## config.mk

```make
export PLATFORM = sky130hd
export DESIGN_NAME = input_port_conditioner
export DESIGN_NICKNAME = d
export VERILOG_FILES = /design/src/rtl/input_port_conditioner_pkg.sv /design/src/rtl/input_port_conditioner_debounce_bit.sv /design/src/rtl/input_port_conditioner.sv
export SDC_FILE = /design/constraint.sdc
export NUM_CORES = 1
export LEC_CHECK = 0
export ABC_AREA = 1
export BUFFER_PORTS_ARGS = -buffer_cell sky130_fd_sc_hd__buf_2
export CORE_UTILIZATION = 51
export DETAILED_ROUTE_END_ITERATION = 6
export GPL_TIMING_DRIVEN = 0
export PLACE_DENSITY_LB_ADDON = 0.25
export SKIP_CTS_REPAIR_TIMING = 1
export SYNTH_ARGS = -nofsm -noshare
export SYNTH_HDL_FRONTEND = slang
export SYNTH_SLANG_ARGS = --single-unit
```

## constraint.sdc

```tcl
create_clock -name HCLK -period 1.7 [get_ports HCLK]
set_input_delay 0.34 -clock HCLK [delete_from_list [all_inputs] [get_ports HCLK]]
set_output_delay 0.34 -clock HCLK [all_outputs]
set_load 0.05 [all_outputs]
```

## src/rtl/input_port_conditioner_pkg.sv

```systemverilog
// input_port_conditioner_pkg: shared constants and sizing helper for the input port conditioner
package input_port_conditioner_pkg;
  localparam int PORT_W = 32;
  localparam int DEF_TICK_DIV = 50000;
  localparam int DEF_STABLE_TICKS = 4;
  function automatic int clog2(input int n);
    int r;
    r = 0;
    while ((1 << r) < n) r++;
    return r < 1 ? 1 : r;
  endfunction
endpackage

```

## src/rtl/input_port_conditioner_debounce_bit.sv

```systemverilog
// input_debounce_bit: two-flop synchroniser, tick-counted debounce and edge pulses for one pin
module input_debounce_bit
  import input_port_conditioner_pkg::*;
#(
  parameter int   STABLE_TICKS = DEF_STABLE_TICKS,
  parameter logic RESET_VALUE  = 1'b0
) (
  input  logic HCLK,
  input  logic HRESET,
  input  logic raw,
  input  logic tick,
  output logic debounced,
  output logic rise,
  output logic fall,
  output logic accept
);
  localparam int CNT_W = clog2(STABLE_TICKS);
  logic s1, s2;
  logic [CNT_W-1:0] cnt;
  assign accept = (s2 != debounced) && tick && (cnt == CNT_W'(STABLE_TICKS - 1));
  always_ff @(posedge HCLK) begin
    if (HRESET) begin
      s1 <= RESET_VALUE;
      s2 <= RESET_VALUE;
      debounced <= RESET_VALUE;
      cnt <= '0;
      rise <= 1'b0;
      fall <= 1'b0;
    end else begin
      s1 <= raw;
      s2 <= s1;
      rise <= accept & s2;
      fall <= accept & ~s2;
      // returning to the accepted level restarts the stability window
      if (s2 == debounced) cnt <= '0;
      else if (accept) begin
        debounced <= s2;
        cnt <= '0;
      end else if (tick) cnt <= cnt + 1'b1;
    end
  end
endmodule

```

## src/rtl/input_port_conditioner.sv

```systemverilog
// input_port_conditioner: debounced, synchronised board inputs for the AHB input port word
module input_port_conditioner
  import input_port_conditioner_pkg::*;
#(
  parameter int               WIDTH        = 16,
  parameter int               TICK_DIV     = DEF_TICK_DIV,
  parameter int               STABLE_TICKS = DEF_STABLE_TICKS,
  parameter logic [WIDTH-1:0] RESET_VALUE  = '0
) (
  input  logic              HCLK,
  input  logic              HRESET,
  input  logic [WIDTH-1:0]  raw_in,
  input  logic              clear_event,
  output logic [PORT_W-1:0] port_word,
  output logic [WIDTH-1:0]  rise_pulse,
  output logic [WIDTH-1:0]  fall_pulse,
  output logic              event_flag
);
  localparam int PRE_W = clog2(TICK_DIV);
  logic [PRE_W-1:0] pre;
  logic tick;
  logic [WIDTH-1:0] debounced, accept;
  assign tick = pre == PRE_W'(TICK_DIV - 1);
  assign port_word = PORT_W'(debounced);
  always_ff @(posedge HCLK) begin
    if (HRESET) begin
      pre <= '0;
      event_flag <= 1'b0;
    end else begin
      pre <= tick ? '0 : pre + 1'b1;
      event_flag <= (|accept) | (event_flag & ~clear_event);
    end
  end
  for (genvar i = 0; i < WIDTH; i++) begin : g_bit
    input_debounce_bit #(
      .STABLE_TICKS(STABLE_TICKS),
      .RESET_VALUE (RESET_VALUE[i])
    ) u_bit (
      .HCLK     (HCLK),
      .HRESET   (HRESET),
      .raw      (raw_in[i]),
      .tick     (tick),
      .debounced(debounced[i]),
      .rise     (rise_pulse[i]),
      .fall     (fall_pulse[i]),
      .accept   (accept[i])
    );
  end
endmodule

```

==> metrics.md <==
| Metric | Value |
|---|---|
| Final ANT Viol Nets | 0 |
| Fmax | 0.593 GHz |
| Sink Count | ~130 |
| Clk slew on worst S/H paths | about 60 ps |
| Ys async rst share | 0% |
| Initial Util | a little over half |
| Relative slew slack | roughly 52% |
| Ports | 84 |
| Finished Layout Cells | 962 |
| Worst setup path end | g_bit[1].u_bit.debounced |
| Mapped Area | ~0.0057 sq mm |
| Fin. Hold Viols | 0 |
| Worst hold path type | in2reg |
| Total GRT Usage | between 20% and 30% |
| Unrepaired setup endpoints after global routing | yes |
| WS Path Type | reg2reg |
| Share of layout cells above drive strength 1 | between 30% and 40% |
| Crit path DAT | approximately 2100 ps |
| Clk_lat worst skew | approximately 520 ps |
| Post-Place Cells | about 920 |
| Worst reg2reg setup slack | roughly 14 ps |
| MaxCap Viol Count | 0 |
| GPL Wtd Cong | 0.807 |
| Worst Setup End Kind | flip-flop |
| Leakage | 3.23 nW |
| DIE AREA | roughly 0.012 sq mm |
| Initial antenna violation count | 0 |
| Mapped Avg Cell Area | between 8 and 9 sq um |
| Worst-Margin Slew | 724 ps |
| Worst EP required | between 2000 and 2500 ps |
| Input/output buffers | 67 |
| Core Util, Final | 65.0% |
| Synth area leader | dfxtp_1 |
| Warnings from Yosys | 0 |
| CP Max Fanout | 7 |
| Final setup vio count | 0 |
| Clock Power Share | between 50% and 60% |
| Mapped Cells | between 600 and 700 |
| H-tree depth | 4 |
| Critical Path Start | pre[1] |
| Largest net degree at the start of global routing | 17 |
| Clock skew | between 5 and 6 ps |
| DP HPWL | 8390 microns |
| DR top layer | met4 |
| Vias | 4621 |
| Switching power share of the total | a little over a fifth |
| FP Rows | 38 |
| Global route total overflow | 0 |
| Post-synth EDFFs | 0 |
| First-pass GRT wire length | approximately 20000 microns |
| R2R Path End | g_bit[1].u_bit.debounced |
| Reg2Reg Depth | 6 |
| First-pass DRT Iterations | 5 |
| Longest Clk Path Bufs | 2 |
| Worst setup SP type | flip-flop |
| Number of global-route vias before repair | ~4300 |
| Post-DR wirelength/cell | 12.6 microns |
| Metal-1 WL | around 5300 microns |
| Tcrit/Tclk final | approximately 100% |
| TritonCTS Buffers | 17 |
| Area contributors post-synth | dfxtp_1 (46%), buf_4 (8.6%), nand2_1 (7.0%), nor2_1 (6.3%), inv_1 (5.8%) |
| Pint | ~5.6 mW |
| DRC Markers | 0 |
| Drt via density | approximately 4.8 |
| Sequential power share | 43.9% |
| Seq/Total Area, Yosys | a little under half |
| Total power | 7.04 mW |
| Fin nets | 845 |
| Gate power share | 3.9% |
| Ant diodes | 0 |
| CTS tree | built |
| Sw power | roughly 1.5 mW |
| Core area | ~0.011 sq mm |
| Number of library cell types mapped by synthesis | 35 |
| Peak VDD IR | 0.608 mV |
| Synthesis-stage register bit count | roughly 130 |
| Status | finished clean |
| Prevailing post-synth register cell | dfxtp_1 |
| Met3 WL | between 500 and 600 microns |
| PwrDens | 999 mW/mm^2 |
| Chip height | 107 microns |
| P&R area growth vs syn | 24.2% |
| Drt first-iter violations | slightly below 200 |
| Final Max Slew Viols | 0 |
| Critical R2R Launch | pre[1] |
| Min Tclk post-route | ~1700 ps |
| Root Driver | clkbuf_8 |
| Final wirelength | about 12000 microns |
| Met2 Wirelength | ~6000 microns |
| Yosys top cell area share | a little under half |
| Die X | ~110 microns |
## cells in the mapped netlist (all sizes together), types with 3 or more instances
cell    number
buf         77
a31o        14
xor2        19
nor3        20
o21ai        5
nand2      115
inv         90
dfxtp      129
or2          4
nand4       17
ha          17
nor4         3
a21oi       24
clkbuf       6
nand3       44
nor2       105
## routing by layer
layer  global-route usage [%]  up-vias
met5                        0        -
met4                     11.0        0
met3                     5.39       23
met2                     36.9      118
met1                     26.9     2136
li1                         -     2344
## cell type report
cell class,count,area (sq um)
fillers,926,3790
clock buffers,23,487
repair buffers,80,433
clock inverters,9,128
flip-flops and latches,129,2590
inverters,90,345
multi-input cells,409,2270
plain buffers,82,614
well taps,140,175
## critical path: stages, from the launching register on
cell and delay (ps):
dfxtp_2 350, ha_4 160, nand3_4 140, nor4_1 560
nand3_1 200, nand3_1 110, nand2_1 60
## metrics by stage
| stage | TNS, ps | setup slack (ps) | instance area [sq um] | hold WS, ps |
|---|---|---|---|---|
| finish | 0 | 14.0 | 7050 | 15.8 |
| global route | -372 | -83.9 | 7050 | 6.42 |
| CTS | -16380 | -358 | 6860 | 3.83 |
| detailed placement | -19080 | -375 | 6240 | 397 |
| global placement | -17750 | -334 | 6240 | 389 |
| floorplan | 0 | 71.8 | 5730 | 388 |
## kinds of logic after synthesis
kind of cell	Yosys count	synth area share, %
and+or+nand+nor	312	25.7
buffers and inverters	173	16.4
DFF	129	45.5
AOI/OAI and AO/OA	43	5.31
xor gates and xnor gates	21	3.24
adders and majority gates	17	3.75
other	1	0.0661
## how the worst min path moves through the flow
stage               slack [ps]         startpoint                end  depth (start not counted)
detailed placement         400  g_bit[2].u_bit.s1  g_bit[2].u_bit.s2                          2
floorplan                  390  g_bit[0].u_bit.s1  g_bit[0].u_bit.s2                          2
global placement           390  g_bit[0].u_bit.s1  g_bit[0].u_bit.s2                          2
finish                      20          raw_in[1]  g_bit[1].u_bit.s1                          3
global route                 6          raw_in[6]  g_bit[6].u_bit.s1                          3
CTS                          4          raw_in[4]  g_bit[4].u_bit.s1                          3
## registers in the layout (all words and copies together) (netlist names)
name                   cells
event_flag                 1
g_bit.u_bit.cnt           32
g_bit.u_bit.debounced     16
g_bit.u_bit.fall          16
g_bit.u_bit.rise          16
g_bit.u_bit.s1            16
g_bit.u_bit.s2            16
pre                       16
## power by group through the flow
stage / clock (mW) / sequential, mW / combinational (mW)
final: 3.68 / 3.09 / 0.276
after global routing: 3.89 / 3.09 / 0.302
after CTS: 3.73 / 3.09 / 0.269
after detailed placement: 0 / 3.15 / 0.268
after global placement: 0 / 3.15 / 0.263
after floorplan: 0 / 3.15 / 0.209
## layout by cell type, fill, tap and decap left out, types with 13 or more instances in the layout
master,Yosys,routed
a21oi_1,15,15
a31o_1,13,13
buf_2,6,69
buf_4,65,80
clkbuf_16,0,16
conb_1,1,16
dfxtp_1,129,124
ha_1,17,16
inv_1,87,86
nand2_1,106,105
nand3_1,36,34
nand4_1,17,17
nor2_1,95,91
nor3_1,14,13
xor2_1,19,19
(Power assumes the default switching activity.)
